$ cat config.mk
export PLATFORM = sky130hd
export DESIGN_NAME = pwm_capture
export DESIGN_NICKNAME = d
export VERILOG_FILES = /design/src/rtl/pwm_pkg.sv /design/src/rtl/pwm_edge_sync.sv /design/src/rtl/pwm_capture.sv
export SDC_FILE = /design/constraint.sdc
export NUM_CORES = 1
export LEC_CHECK = 0
export BUFFER_PORTS_ARGS = -buffer_cell sky130_fd_sc_hd__buf_2
export CORE_MARGIN = 5
export CORE_UTILIZATION = 30
export CTS_CLUSTER_DIAMETER = 200
export DETAILED_ROUTE_END_ITERATION = 7
export GPL_ROUTABILITY_DRIVEN = 0
export PLACE_DENSITY = 0.46
export REMOVE_ABC_BUFFERS = 1
export SYNTH_ARGS = -nofsm -noshare
export SYNTH_HDL_FRONTEND = slang
export SYNTH_SLANG_ARGS = --single-unit
$ cat constraint.sdc
create_clock -name clk -period 9.3 [get_ports clk]
set_input_delay 1.395 -clock clk [delete_from_list [all_inputs] [get_ports clk]]
set_output_delay 1.395 -clock clk [all_outputs]
set_load 0.01 [all_outputs]
$ cat src/rtl/pwm_pkg.sv
// pwm_pkg: constants and FSM encoding shared by the PWM generator and capture blocks
package pwm_pkg;
    localparam int CNT_W_DEF = 16;
    localparam int PRESCALE_MAX = 15;
    localparam logic [1:0] IDLE       = 2'd0;
    localparam logic [1:0] MEAS_ACT   = 2'd1;
    localparam logic [1:0] MEAS_INACT = 2'd2;
    function automatic logic [3:0] clamp_ps(input logic [7:0] ps);
        return (ps > 8'(PRESCALE_MAX)) ? 4'(PRESCALE_MAX) : ps[3:0];
    endfunction
endpackage

$ cat src/rtl/pwm_edge_sync.sv
// pwm_edge_sync: input synchroniser with polarity-aware start/end edge detect
module pwm_edge_sync #(
    parameter int SYNC_STAGES = 2
) (
    input  logic clk,
    input  logic rst,
    input  logic pwm_in,
    input  logic edge_pol,
    output logic start_edge,
    output logic end_edge
);
    logic [SYNC_STAGES-1:0] sync;
    logic prev;
    logic rise;
    logic fall;
    always_ff @(posedge clk or posedge rst) begin
        if (rst) begin
            sync <= '0;
            prev <= 1'b0;
        end else begin
            sync <= {sync[SYNC_STAGES-2:0], pwm_in};
            prev <= sync[SYNC_STAGES-1];
        end
    end
    assign rise = sync[SYNC_STAGES-1] & ~prev;
    assign fall = ~sync[SYNC_STAGES-1] & prev;
    assign start_edge = edge_pol ? rise : fall;
    assign end_edge = edge_pol ? fall : rise;
endmodule

$ cat src/rtl/pwm_capture.sv
// pwm_capture: measures period and active-phase width of a PWM input in prescaled ticks
module pwm_capture
    import pwm_pkg::*;
#(
    parameter int CNT_W = CNT_W_DEF,
    parameter int SYNC_STAGES = 2
) (
    input  logic             clk,
    input  logic             rst,
    input  logic             en,
    input  logic             pwm_in,
    input  logic             edge_pol,
    input  logic [7:0]       prescale,
    input  logic             clr_ovf,
    output logic [CNT_W-1:0] period_val,
    output logic [CNT_W-1:0] high_val,
    output logic             meas_valid,
    output logic             locked,
    output logic             ovf
);
    logic [1:0] state;
    logic [CNT_W-1:0] cnt;
    logic [CNT_W-1:0] shadow;
    logic [CNT_W-1:0] cnt_inc;
    logic [PRESCALE_MAX-1:0] pre;
    logic [PRESCALE_MAX-1:0] mask;
    logic [3:0] ps_q;
    logic pol_q;
    logic start_edge;
    logic end_edge;
    logic tick;
    logic ovf_hit;
    // idle follows the live polarity so the very first start edge is found
    pwm_edge_sync #(.SYNC_STAGES(SYNC_STAGES)) u_sync (
        .clk(clk),
        .rst(rst),
        .pwm_in(pwm_in),
        .edge_pol((state == IDLE) ? edge_pol : pol_q),
        .start_edge(start_edge),
        .end_edge(end_edge)
    );
    assign mask = ~({PRESCALE_MAX{1'b1}} << ps_q);
    assign tick = (pre == mask);
    assign cnt_inc = cnt + CNT_W'(tick);
    assign ovf_hit = (state != IDLE) && tick && (&cnt);
    assign locked = (state != IDLE);
    always_ff @(posedge clk or posedge rst) begin
        if (rst) begin
            state <= IDLE;
            cnt <= '0;
            shadow <= '0;
            pre <= '0;
            ps_q <= '0;
            pol_q <= 1'b0;
            period_val <= '0;
            high_val <= '0;
            meas_valid <= 1'b0;
            ovf <= 1'b0;
        end else begin
            meas_valid <= 1'b0;
            if (clr_ovf) ovf <= 1'b0;
            if (!en) begin
                state <= IDLE;
                cnt <= '0;
                shadow <= '0;
                pre <= '0;
            end else if (state == IDLE) begin
                cnt <= '0;
                pre <= '0;
                if (start_edge) begin
                    state <= MEAS_ACT;
                    pol_q <= edge_pol;
                    ps_q <= clamp_ps(prescale);
                end
            end else if (ovf_hit) begin
                ovf <= 1'b1;
                state <= IDLE;
                cnt <= '0;
                shadow <= '0;
                pre <= '0;
            end else if (state == MEAS_INACT && start_edge) begin
                period_val <= cnt_inc;
                high_val <= shadow;
                meas_valid <= 1'b1;
                cnt <= '0;
                pre <= '0;
                state <= MEAS_ACT;
                pol_q <= edge_pol;
                ps_q <= clamp_ps(prescale);
            end else begin
                cnt <= cnt_inc;
                pre <= tick ? '0 : pre + 1'b1;
                if (state == MEAS_ACT && end_edge) begin
                    shadow <= cnt_inc;
                    state <= MEAS_INACT;
                end
            end
        end
    end
endmodule

==> summary.txt <==
Run status
  • Status: completed

Timing
  • Setup TNS: 0 ns
  • F_max: 301 MHz
  • Setup-failing EPs final: 0
  • Tcrit/Tclk final: 35.8%
  • Max transition margin: 38.1%
  • Worst slew pin tran: 0.921 ns
  • Max Slew Vio Count: 0
  • Crit path time final: 3.33 ns
  • Unrepaired setup endpoints after global routing: no
  • Fin Clk Skew: 0.0101 ns
  • Final hold vios: 0

Global routing
  • Vias in the first global route: 3,094
  • Grt total ovfl: 0
  • Global-route wire length before repair: 16,200 um
  • GRT Util Overall: 12.2%
  • Met3 Resource Use GR: 2.54%
  • Largest net degree at the start of global routing: 68
  • M2 GR Usage: 17.1%
  • Initial antenna violation count: 0
  • GR peak layer: met1
  • GR Layer Usage met1: 17.9%

Floorplanning
  • CORE AREA: 14,000 sq um
  • # IOs: 49
  • Die Wd: 130 um
  • Die area: 16,900 sq um
  • Initial Utilization: 30.9%
  • Die height: 130 um
  • Std cell rows: 43

Power
  • Combinational share of power: 10.4%
  • Pleak: 2.32 nW
  • Sw power: 0.000236 W
  • Sw Ratio: 26.7%
  • Worst VDD drop: 85.6 uV
  • Clock power share: 39.7%
  • Sequential share of power: 49.9%
  • Power Density: 177 nW/um^2
  • P_int: 0.000649 W

Logic synthesis
  • Cell area after synthesis: 4330 sq um
  • Sequential share of the synthesized area: 52.6%
  • Unique masters post-synth: 49
  • Top post-synthesis cells by area: dfrtp_1 (53%), mux2_4 (5.2%), mux2i_1 (4.9%)
  • Top-count cell post-synth: dfrtp_1
  • Syn Inst Count: 408
  • Synth area leader: dfrtp_1
  • EDFF count, synth: 0
  • Syn avg cell area: 10.6 sq um
  • Ys Warns: 0
  • Top_reg_cell synth: dfrtp_1
  • Top cell type's share of synthesized area: 52.6%
  • Ys async rst share: 100%
  • Synth cell count leaders: dfrtp_1 (91), nor2_1 (54), inv_1 (25)
  • Yosys reg bits: 91

Place
  • Hpwl dp: 6450 um
  • Placed cells: 618
  • Area after DPL: 4730 sq um
  • # port buffers: 48

Routing
  • Wirelength per Cell: 15.0 um
  • Via density per instance: 4.72
  • Initial DRC Count: 163
  • Drt first pass iters: 5
  • Final ANT Viol Nets: 0
  • DR DRC count: 0
  • Routed WL: 9490 um
  • Via count: 2,991

Critical path
  • Crit end category: flop
  • Critical path launch point type: flop
  • Critical path data required time: 9.52 ns
  • Worst-path fanout max: 17
  • Worst EP arrival: 3.55 ns
  • Crit path kind: reg2reg

Hold path
  • Tightest Hold Check Type: reg2reg

Final layout
  • Fin cells: 634
  • Ant. Diodes: 0
  • Nets@finish: 466
  • Layout Area Growth over Synthesis: 15.9%
  • Design Area, Final: 5010 sq um
  • Share of layout cells above drive strength 1: 21.4%
  • Fillers: 1,443

Clock tree
  • CTS tree: yes
  • Setup Buffers After CTS: 0
  • CTS root buf: clkbuf_16
  • Clock sink total: 91
  • Clock latency on the worst-skew pair: 0.34 ns
  • Longest Clk Path Bufs: 2
  • H-tree level count: 3
  • Clk pin slew, worst setup/hold paths: 0.07 ns
  • Post_cts resized: 0
  • Post-CTS Hold Buffers: 0
  • Cts bufs inserted: 9

Flow run
  • MaxCap Viol Count: 0
-- sequential cells by signal, indices dropped and copies added (netlist names) --
| name | cells |
|---|---|
| ovf | 1 |
| state | 2 |
| period_val | 16 |
| u_sync.sync | 2 |
| ps_q | 4 |
| pol_q | 1 |
| pre | 15 |
| high_val | 16 |
| shadow | 16 |
| u_sync.prev | 1 |
| cnt | 16 |
| meas_valid | 1 |
-- metrics by stage --
stage          hold WS, ns  setup WS [ns]  utilization, %  total power (W)
2_1_floorplan        0.331           5.54               -         0.000500
6_report             0.353           5.97            35.8         0.000886
3_5_place_dp         0.336           5.96            33.8         0.000544
5_1_grt              0.357           5.56            35.8         0.000933
3_3_place_gp         0.334           5.98            33.8         0.000544
4_1_cts              0.351           5.96            35.8         0.000900
-- worst max-delay path, stage by stage, from the launching register on --
cell and delay (ns):
dfrtp_1 0.65, inv_1 0.22, o21ai_1 0.13, a22oi_1 0.10, or4_4 0.53, nor3_1 0.31, ha_1 0.23, and2_1 0.30
nand4_1 0.16, xor2_1 0.32, nor2_1 0.08, a21oi_1 0.12, nor2_1 0.05
-- final timing paths --
path                                            end  slack, ns                     start  cells after the start
min                        u_sync.sync[1]$_DFF_PP0_       0.35  u_sync.sync[0]$_DFF_PP0_                      0
max                          shadow[15]$_DFFE_PP0P_       5.97       ps_q[3]$_DFFE_PP0P_                     12
max in group asynchronous          pre[5]$_DFF_PP0_       7.06                       rst                      3
min reg2reg                u_sync.sync[1]$_DFF_PP0_       0.35  u_sync.sync[0]$_DFF_PP0_                      0
max reg2reg                  shadow[15]$_DFFE_PP0P_       5.97       ps_q[3]$_DFFE_PP0P_                     12
min in group asynchronous  high_val[15]$_DFFE_PP0P_       1.04                       rst                      2
-- routing by layer --
| metal | share of wire, % | wire length (um) |
|---|---|---|
| met5 | 0 | 0 |
| met4 | 2.8 | 268 |
| met1 | 50 | 4780 |
| met2 | 43 | 4070 |
| met3 | 3.8 | 363 |
-- logic make-up after synthesis --
family	synth area share, %
AOI/OAI and AO/OA	7.09
xor gates and xnor gates	5.67
adders and majority gates	0.868
buffers and inverters	4.86
DFF	52.6
muxes	11.6
and+or+nand+nor	17.2
-- cells in the final DEF, fill, tap and decap left out, types with 2 or more instances in the layout --
| cell | count |
|---|---|
| a32oi_1 | 2 |
| or3_1 | 2 |
| mux2_4 | 15 |
| mux2i_1 | 21 |
| inv_1 | 24 |
| o22ai_1 | 2 |
| nor2_1 | 54 |
| nor3b_1 | 2 |
| mux2_2 | 6 |
| buf_4 | 4 |
| ha_1 | 3 |
| and3_1 | 10 |
| a21o_1 | 2 |
| and2_1 | 3 |
| nand3_1 | 16 |
| nand4_1 | 6 |
| buf_2 | 48 |
| clkinv_2 | 2 |
| nand2b_1 | 4 |
| or2_2 | 2 |
| clkbuf_16 | 9 |
| nor2b_1 | 6 |
| o21ai_0 | 6 |
| and4_1 | 2 |
| xor2_1 | 20 |
| dfrtp_1 | 91 |
| clkinv_4 | 2 |
| o211ai_1 | 2 |
| a211oi_1 | 2 |
| nor3_1 | 22 |
| nand2_1 | 17 |
| xnor2_1 | 8 |
| a21oi_1 | 18 |
| inv_6 | 2 |
-- area by class of cell --
class | count | area (sq um) | share of cell area (%)
Sequential cell | 91 | 2280 | 45.4
Timing Repair Buffer | 52 | 270 | 5.39
Tap cell | 180 | 225 | 4.49
Clock inverter | 6 | 47.5 | 0.949
Clock buffer | 10 | 239 | 4.77
Inverter | 25 | 95.1 | 1.90
Multi-Input combinational cell | 270 | 1860 | 37.1
-- power groups by stage --
| stage | Clock, W | Sequential [W] | Combinational (W) |
|---|---|---|---|
| 2_1_floorplan | 0 | 0.000456 | 0.0000435 |
| 3_3_place_gp | 0 | 0.000449 | 0.0000946 |
| 3_5_place_dp | 0 | 0.000449 | 0.0000950 |
| 4_1_cts | 0.000363 | 0.000442 | 0.0000957 |
| 5_1_grt | 0.000381 | 0.000446 | 0.000106 |
| 6_report | 0.000351 | 0.000442 | 0.0000923 |
(Power assumes the default switching activity.)
